## config.mk

```make
export PLATFORM = sky130hd
export DESIGN_NAME = fb_scanout_flat
export DESIGN_NICKNAME = d
export VERILOG_FILES = /design/src/rtl/fb_pkg.sv /design/src/rtl/fb_scanout_if.sv /design/src/rtl/fb_scanout_vga_timing.sv /design/src/rtl/fb_scanout.sv /design/src/flat_wrapper.sv
export SDC_FILE = /design/constraint.sdc
export NUM_CORES = 2
export LEC_CHECK = 0
export CORE_AREA = 2 2 474 476
export DETAILED_ROUTE_END_ITERATION = 10
export DIE_AREA = 0 0 476 478
export GPL_TIMING_DRIVEN = 0
export PLACE_DENSITY_LB_ADDON = 0.15
export SLEW_MARGIN = 20
export SYNTH_ARGS = -nofsm -noshare
export SYNTH_HDL_FRONTEND = slang
export SYNTH_HIERARCHICAL = 1
export SYNTH_SLANG_ARGS = --single-unit
```

## constraint.sdc

```tcl
create_clock -name clock -period 4.86 [get_ports clock]
set_input_delay 0.486 -clock clock [delete_from_list [all_inputs] [get_ports clock]]
set_output_delay 0.486 -clock clock [all_outputs]
set_load 0.01 [all_outputs]
```

## src/rtl/fb_pkg.sv

```systemverilog
// Shared framebuffer geometry and VGA timing for the scanout and Display blocks.
// Default timing is 640x480@60; the cell index helper maps (row, col) to a framebuffer bit.
package fb_pkg;

  localparam int FB_W    = 40;
  localparam int FB_H    = 30;
  localparam int FB_BITS = FB_W * FB_H;

  localparam int H_VIS  = 640;
  localparam int H_FP   = 16;
  localparam int H_SYNC = 96;
  localparam int H_BP   = 48;
  localparam int V_VIS  = 480;
  localparam int V_FP   = 10;
  localparam int V_SYNC = 2;
  localparam int V_BP   = 33;

  localparam int CNT_W = 10;

  typedef logic [11:0] rgb_t;

  typedef struct packed {
    logic [5:0] col;
    logic [4:0] row;
    logic       act;
    logic       hs;
    logic       vs;
  } s1_t;

  // row*40 + col built from shifts so no multiplier is inferred
  function automatic logic [10:0] cell_index(input logic [5:0] col, input logic [4:0] row);
    return ({6'b0, row} << 5) + ({6'b0, row} << 3) + {5'b0, col};
  endfunction

endpackage

```

## src/rtl/fb_scanout_if.sv

```systemverilog
// Framebuffer input and VGA output bundle of the scanout block.
// The slave side is the scanout itself; the master side is its environment.
interface fb_scanout_if;
  import fb_pkg::*;

  logic [FB_BITS-1:0] framebuffer;
  logic [3:0]         vga_r;
  logic [3:0]         vga_g;
  logic [3:0]         vga_b;
  logic               vga_hs;
  logic               vga_vs;
  logic               frame_start;

  modport master (
    output framebuffer,
    input  vga_r, vga_g, vga_b, vga_hs, vga_vs, frame_start
  );

  modport slave (
    input  framebuffer,
    output vga_r, vga_g, vga_b, vga_hs, vga_vs, frame_start
  );

endinterface

```

## src/rtl/fb_scanout_vga_timing.sv

```systemverilog
// Pixel-rate divider plus horizontal/vertical counters for VGA timing.
// Sync, active and frame_tick outputs are decoded combinationally from the raw counts.
module vga_timing #(
  parameter int PIX_DIV = 2,
  parameter int H_VIS   = fb_pkg::H_VIS,
  parameter int H_FP    = fb_pkg::H_FP,
  parameter int H_SYNC  = fb_pkg::H_SYNC,
  parameter int H_BP    = fb_pkg::H_BP,
  parameter int V_VIS   = fb_pkg::V_VIS,
  parameter int V_FP    = fb_pkg::V_FP,
  parameter int V_SYNC  = fb_pkg::V_SYNC,
  parameter int V_BP    = fb_pkg::V_BP
) (
  input  logic                     clock,
  input  logic                     reset_n,
  output logic                     pix_en_o,
  output logic                     frame_tick_o,
  output logic                     hs_o,
  output logic                     vs_o,
  output logic                     active_o,
  output logic [fb_pkg::CNT_W-1:0] hcnt_o,
  output logic [fb_pkg::CNT_W-1:0] vcnt_o
);
  import fb_pkg::*;

  localparam int DIV_W = (PIX_DIV > 1) ? $clog2(PIX_DIV) : 1;
  localparam logic [DIV_W-1:0] DIV_LAST = DIV_W'(PIX_DIV - 1);

  localparam logic [CNT_W-1:0] H_LAST = CNT_W'(H_VIS + H_FP + H_SYNC + H_BP - 1);
  localparam logic [CNT_W-1:0] V_LAST = CNT_W'(V_VIS + V_FP + V_SYNC + V_BP - 1);
  localparam logic [CNT_W-1:0] H_ACT  = CNT_W'(H_VIS);
  localparam logic [CNT_W-1:0] V_ACT  = CNT_W'(V_VIS);
  localparam logic [CNT_W-1:0] HS_BEG = CNT_W'(H_VIS + H_FP);
  localparam logic [CNT_W-1:0] HS_END = CNT_W'(H_VIS + H_FP + H_SYNC);
  localparam logic [CNT_W-1:0] VS_BEG = CNT_W'(V_VIS + V_FP);
  localparam logic [CNT_W-1:0] VS_END = CNT_W'(V_VIS + V_FP + V_SYNC);

  logic [DIV_W-1:0] div_q, div_d;
  logic [CNT_W-1:0] hcnt_q, hcnt_d;
  logic [CNT_W-1:0] vcnt_q, vcnt_d;
  logic             pix_en;

  // With PIX_DIV=1 the divider sits at 0 and pix_en is permanently high
  assign pix_en = (div_q == DIV_LAST);

  always_comb begin
    div_d  = pix_en ? '0 : div_q + 1'b1;
    hcnt_d = hcnt_q;
    vcnt_d = vcnt_q;
    if (pix_en) begin
      if (hcnt_q == H_LAST) begin
        hcnt_d = '0;
        vcnt_d = (vcnt_q == V_LAST) ? '0 : vcnt_q + 1'b1;
      end else begin
        hcnt_d = hcnt_q + 1'b1;
      end
    end
  end

  always_ff @(posedge clock or negedge reset_n) begin
    if (!reset_n) begin
      div_q  <= '0;
      hcnt_q <= '0;
      vcnt_q <= '0;
    end else begin
      div_q  <= div_d;
      hcnt_q <= hcnt_d;
      vcnt_q <= vcnt_d;
    end
  end

  assign pix_en_o     = pix_en;
  assign hcnt_o       = hcnt_q;
  assign vcnt_o       = vcnt_q;
  assign hs_o         = !((hcnt_q >= HS_BEG) && (hcnt_q < HS_END));
  assign vs_o         = !((vcnt_q >= VS_BEG) && (vcnt_q < VS_END));
  assign active_o     = (hcnt_q < H_ACT) && (vcnt_q < V_ACT);
  assign frame_tick_o = pix_en && (hcnt_q == '0) && (vcnt_q == V_ACT);

endmodule

```

## src/rtl/fb_scanout.sv

```systemverilog
// VGA scanout of the 40x30 monochrome framebuffer, snapshotted once per frame at vblank.
// A two-stage pixel pipeline keeps colour and sync aligned at the connector.
module fb_scanout #(
  parameter int          PIX_DIV    = 2,
  parameter int          CELL_SHIFT = 4,
  parameter logic [11:0] FG_COLOR   = 12'hFFF,
  parameter logic [11:0] BG_COLOR   = 12'h000,
  parameter int          H_VIS      = fb_pkg::H_VIS,
  parameter int          H_FP       = fb_pkg::H_FP,
  parameter int          H_SYNC     = fb_pkg::H_SYNC,
  parameter int          H_BP       = fb_pkg::H_BP,
  parameter int          V_VIS      = fb_pkg::V_VIS,
  parameter int          V_FP       = fb_pkg::V_FP,
  parameter int          V_SYNC     = fb_pkg::V_SYNC,
  parameter int          V_BP       = fb_pkg::V_BP
) (
  input  logic         clock,
  input  logic         reset_n,
  fb_scanout_if.slave  fb_if
);
  import fb_pkg::*;

  localparam s1_t S1_RESET = '{col: '0, row: '0, act: 1'b0, hs: 1'b1, vs: 1'b1};

  logic               pix_en, frame_tick, hs_raw, vs_raw, act_raw;
  logic [CNT_W-1:0]   hcnt, vcnt;
  s1_t                s1_q, s1_d;
  logic [FB_BITS-1:0] snap_q;
  rgb_t               rgb_q, rgb_d;
  logic               hs_q, vs_q, frame_start_q;
  logic [10:0]        idx;
  logic               px_bit;

  vga_timing #(
    .PIX_DIV (PIX_DIV),
    .H_VIS   (H_VIS),
    .H_FP    (H_FP),
    .H_SYNC  (H_SYNC),
    .H_BP    (H_BP),
    .V_VIS   (V_VIS),
    .V_FP    (V_FP),
    .V_SYNC  (V_SYNC),
    .V_BP    (V_BP)
  ) u_timing (
    .clock        (clock),
    .reset_n      (reset_n),
    .pix_en_o     (pix_en),
    .frame_tick_o (frame_tick),
    .hs_o         (hs_raw),
    .vs_o         (vs_raw),
    .active_o     (act_raw),
    .hcnt_o       (hcnt),
    .vcnt_o       (vcnt)
  );

  always_comb begin
    s1_d     = S1_RESET;
    s1_d.col = 6'(hcnt >> CELL_SHIFT);
    s1_d.row = 5'(vcnt >> CELL_SHIFT);
    s1_d.act = act_raw;
    s1_d.hs  = hs_raw;
    s1_d.vs  = vs_raw;
  end

  // Blanked pixels index bit 0 so col/row never address past the framebuffer
  assign idx    = s1_q.act ? cell_index(s1_q.col, s1_q.row) : '0;
  assign px_bit = snap_q[idx];
  assign rgb_d  = s1_q.act ? (px_bit ? FG_COLOR : BG_COLOR) : 12'h000;

  always_ff @(posedge clock or negedge reset_n) begin
    if (!reset_n) begin
      snap_q        <= '0;
      frame_start_q <= 1'b0;
      s1_q          <= S1_RESET;
      rgb_q         <= '0;
      hs_q          <= 1'b1;
      vs_q          <= 1'b1;
    end else begin
      frame_start_q <= frame_tick;
      if (frame_tick) begin
        snap_q <= fb_if.framebuffer;
      end
      if (pix_en) begin
        s1_q  <= s1_d;
        rgb_q <= rgb_d;
        hs_q  <= s1_q.hs;
        vs_q  <= s1_q.vs;
      end
    end
  end

  assign fb_if.vga_r       = rgb_q[11:8];
  assign fb_if.vga_g       = rgb_q[7:4];
  assign fb_if.vga_b       = rgb_q[3:0];
  assign fb_if.vga_hs      = hs_q;
  assign fb_if.vga_vs      = vs_q;
  assign fb_if.frame_start = frame_start_q;

endmodule

```

## src/flat_wrapper.sv

```systemverilog
// flat-port wrapper written by rule: the top's interface ports become plain ports
module fb_scanout_flat import fb_pkg::*;
#(
  parameter int          PIX_DIV    = 2,
  parameter int          CELL_SHIFT = 4,
  parameter logic [11:0] FG_COLOR   = 12'hFFF,
  parameter logic [11:0] BG_COLOR   = 12'h000,
  parameter int          H_VIS      = fb_pkg::H_VIS,
  parameter int          H_FP       = fb_pkg::H_FP,
  parameter int          H_SYNC     = fb_pkg::H_SYNC,
  parameter int          H_BP       = fb_pkg::H_BP,
  parameter int          V_VIS      = fb_pkg::V_VIS,
  parameter int          V_FP       = fb_pkg::V_FP,
  parameter int          V_SYNC     = fb_pkg::V_SYNC,
  parameter int          V_BP       = fb_pkg::V_BP
)
  (clock, reset_n, fb_if_framebuffer, fb_if_vga_r, fb_if_vga_g, fb_if_vga_b, fb_if_vga_hs, fb_if_vga_vs, fb_if_frame_start);
  fb_scanout_if fb_if_i ();
  input  logic clock;
  input  logic reset_n;
  input wire logic [$bits(fb_if_i.framebuffer)-1:0] fb_if_framebuffer;
  output wire logic [$bits(fb_if_i.vga_r)-1:0] fb_if_vga_r;
  output wire logic [$bits(fb_if_i.vga_g)-1:0] fb_if_vga_g;
  output wire logic [$bits(fb_if_i.vga_b)-1:0] fb_if_vga_b;
  output wire logic [$bits(fb_if_i.vga_hs)-1:0] fb_if_vga_hs;
  output wire logic [$bits(fb_if_i.vga_vs)-1:0] fb_if_vga_vs;
  output wire logic [$bits(fb_if_i.frame_start)-1:0] fb_if_frame_start;
  assign fb_if_i.framebuffer = fb_if_framebuffer;
  assign fb_if_vga_r = fb_if_i.vga_r;
  assign fb_if_vga_g = fb_if_i.vga_g;
  assign fb_if_vga_b = fb_if_i.vga_b;
  assign fb_if_vga_hs = fb_if_i.vga_hs;
  assign fb_if_vga_vs = fb_if_i.vga_vs;
  assign fb_if_frame_start = fb_if_i.frame_start;
  fb_scanout #(.PIX_DIV(PIX_DIV), .CELL_SHIFT(CELL_SHIFT), .FG_COLOR(FG_COLOR), .BG_COLOR(BG_COLOR), .H_VIS(H_VIS), .H_FP(H_FP), .H_SYNC(H_SYNC), .H_BP(H_BP), .V_VIS(V_VIS), .V_FP(V_FP), .V_SYNC(V_SYNC), .V_BP(V_BP)) u_core (.clock(clock), .reset_n(reset_n), .fb_if(fb_if_i));
endmodule
```

==> impl_metrics.ini <==
[route]
wl_mm = 364.5
drc = 0
first_pass_iters = 5
via_per_inst = 5.222
post_drt_wl_per_cell_um = 41.87
antenna_left = 0
routed-via-count = 45460
drtIter0Drc = 3949

[flow_run]
maxCapViolCount = 0

[sta]
final-setup-viol-count = 1
hold_ws_ns = 0.1919
min_period_ns = 5.127
fmax_mhz = 195.1
rsz0062_at_grt = yes
hold_violations = 0
fin_crit_sh_pct = 105.5
setup_tns_ns = -0.2666
finClkSkew_ns = 0.02967
slew_viol_final = 0
tightest_slew_ns = 1.250
finalWorstSetupSlack_ns = -0.2666
slew_headroom_pct = 16.67

[die]
die-height_um = 478
core-area_mm2 = 0.2232
dieArea_mm2 = 0.2275
die_w_um = 476
initial_core_util_pct = 25.71
core.rowCount = 174
top_level_ports = 1217

[logic_synthesis]
synthArstFlopShare_pct = 100.0
yosys_warnings = 6
synthFlopType = dfrtp_1
yosysTopAreaCell = dfrtp_1
syn_area_mm2 = 0.05737
synthCells = 4098
yosys.cell_types.count = 93
syn-num-nets = 5316
synth_top_area_share_pct = 53.87
avgSynthCellArea_um2 = 14.00
synth_most_common_cell = mux2_2
synth_edf_count = 0
synth_seq_cells = 1239
ys_top_cells_by_count = mux2_2, dfrtp_1, clkbuf_1, nand2_1, mux2i_1
synth_area_leaders = dfrtp_1, mux2_2, mux4_2, mux2i_1, clkbuf_1
ys_seq_area_share_pct = 54.05

[clock_tree]
clock_latency_ns = 0.85
tritoncts = yes
htreeDepth = 4
clock_path_buffers = 3
postCtsSetupBuffers = 0
clockRootBuffer = clkbuf_16
clock-sinks = 1239
cts_buffers = 158
clk_pin_slew_ns = 0.06

[layout]
fin_util_pct = 36.10
nets = 6752
area.growth.synth_to_final_pct = 40.39
drive_gt1_share_pct = 34.15

[worst_setup_path]
worstPathMaxFanout = 10
crit_path_start_kind = flip-flop
setup.worst_path.start = u_core/s1_q[2]$_DFFE_PN0P_
cp-endpoint = u_core/rgb_q[10]$_DFFE_PN0P_
critical_path_class = reg2reg
worst_ep_arrival_time_ns = 5.84
worst-r2r-setup-slack_ns = -0.27
rr_worst_depth = 11
critPathRequiredTime_ns = 5.58
cp_num_cells = 11
worstPathBufferInverterCount = 3
cp-end-kind = flip-flop
slowest_delay_ns = 0.89
rr_endpoint = u_core/rgb_q[10]$_DFFE_PN0P_
critPathTopFamily = compound AO/OA/AOI/OAI gates
cp_cell_sequence = buf_4 > clkbuf_2 > nand2_4 > buf_2 > nand3_1 > a31oi_1 > o31ai_1 > o2111ai_1 > o2111a_1 > o32a_1 > o41ai_2
reg2reg_from = u_core/s1_q[2]$_DFFE_PN0P_
cpMaxStageDelayCell = o31ai_1

[global_routing]
grt_pass1_vias = 46090
overflow = 0
track_usage_pct = 31.27
grt_pass1_wl_mm = 463.8
antenna_found_initial = 239
grt_max_degree = 134

[pwr]
total_leakage_power_nw = 37.21
power_density_mw_per_mm2 = 295.0
ir_worst_vdd_uv = 336.1

[run_status]
outcome = finished with violations
violations = negative setup slack

[placed_design]
numPortBuffers = 1216
dp_hpwl_mm = 282.1
place_congestion = 0.8736

[worst_hold_path]
hold_class = in2async
flip-flops by register name, summed over array words and instances (netlist names):
register	count
u_core/u_timing/hcnt_o	10
u_core/s1_q	14
u_core/rgb_q	1
u_core/snap_q	1200
u_core/fb_if.vga_vs	1
u_core/fb_if.frame_start	1
u_core/fb_if.vga_hs	1
u_core/u_timing/pix_en_o	1
u_core/u_timing/vcnt_o	10
what timing repair did:
item / CTS / global route
hold buffers: 1 / 0
pin swaps: 0 / 0
gates cloned: 0 / 0
setup endpoints to repair: 32 / 26
endpoints found under the hold margin: 74 / 0
gates resized for setup: 33 / 18
area by class of cell:
cell class / count / area [um2]
buffer: 310 / 1724
timing repair buffer: 1278 / 13710
inverter: 18 / 68.82
multi-input combinational: 2529 / 24870
sequential: 1239 / 31010
tap: 2992 / 3744
fill: 21950 / 142600
clock buffer: 224 / 4628
antenna: 56 / 140.1
clock inverter: 59 / 653.1
layer usage:
layer	global-route usage, %	vias to the layer above	share of wire (%)
li1	-	18270	-
met1	38.11	23960	39
met2	51.27	2362	47
met3	10.76	699	9.3
met4	10.49	166	3.9
met5	0	-	0.27
cell usage in the layout (no fill, tap or decap), types with 57 or more instances in the layout:
master	netlist	layout
clkdlybuf4s50_1	0	1215
mux2_2	1255	1255
mux2i_1	154	153
clkbuf_1	195	157
nor2_1	67	63
a21oi_1	76	76
o21ai_0	68	68
dfrtp_1	1235	1235
clkbuf_2	0	63
clkbuf_16	0	163
nand2_1	194	186
mux4_2	123	123
a211oi_1	58	57
worst min path at each step:
| stage | depth (start not counted) | slack, ns | start | end |
|---|---|---|---|---|
| floorplan | 0 | 0.19 | reset_n | u_core/fb_if.frame_start$_DFF_PN0_ |
| global placement | 1 | 0.48 | u_core/snap_q[921]$_DFFE_PN0P_ | u_core/snap_q[921]$_DFFE_PN0P_ |
| detailed placement | 1 | 0.41 | reset_n | u_core/fb_if.frame_start$_DFF_PN0_ |
| CTS | 2 | 0.19 | reset_n | u_core/fb_if.frame_start$_DFF_PN0_ |
| global route | 2 | 0.21 | reset_n | u_core/fb_if.frame_start$_DFF_PN0_ |
| finish | 2 | 0.19 | reset_n | u_core/fb_if.frame_start$_DFF_PN0_ |
cells by family (layout without fill, tap and decap cells):
kind of cell | after synthesis | in the layout | share of synthesized area [%]
flops | 1239 | 1239 | 54.05
other cells | 0 | 56 | 0
fa+ha+maj | 16 | 16 | 0.3751
compound gates | 475 | 475 | 5.890
buf+inv | 330 | 1889 | 2.887
mux | 1536 | 1536 | 32.33
simple gates | 489 | 489 | 4.268
xor+xnor | 13 | 13 | 0.1985
where the power goes:
group	switching, W	internal, W
Clock	0.00503	0.00712
Combinational	0.000430	0.000869
Sequential	0	0.0103
Total	0.00546	0.0183
per-stage QoR:
step,power [W],std cells,setup slack (ns),area [um2]
3_5_place_dp,0.01182,8367,-1.057,74960
3_3_place_gp,0.01181,8306,-58.24,73290
5_1_grt,0.02451,8664,-0.02145,80440
4_1_cts,0.02402,8649,-0.03964,80370
2_1_floorplan,0.01052,4098,1.562,57370
6_report,0.02376,8705,-0.2666,80550
No activity file was read; power rests on OpenSTA's default activity.
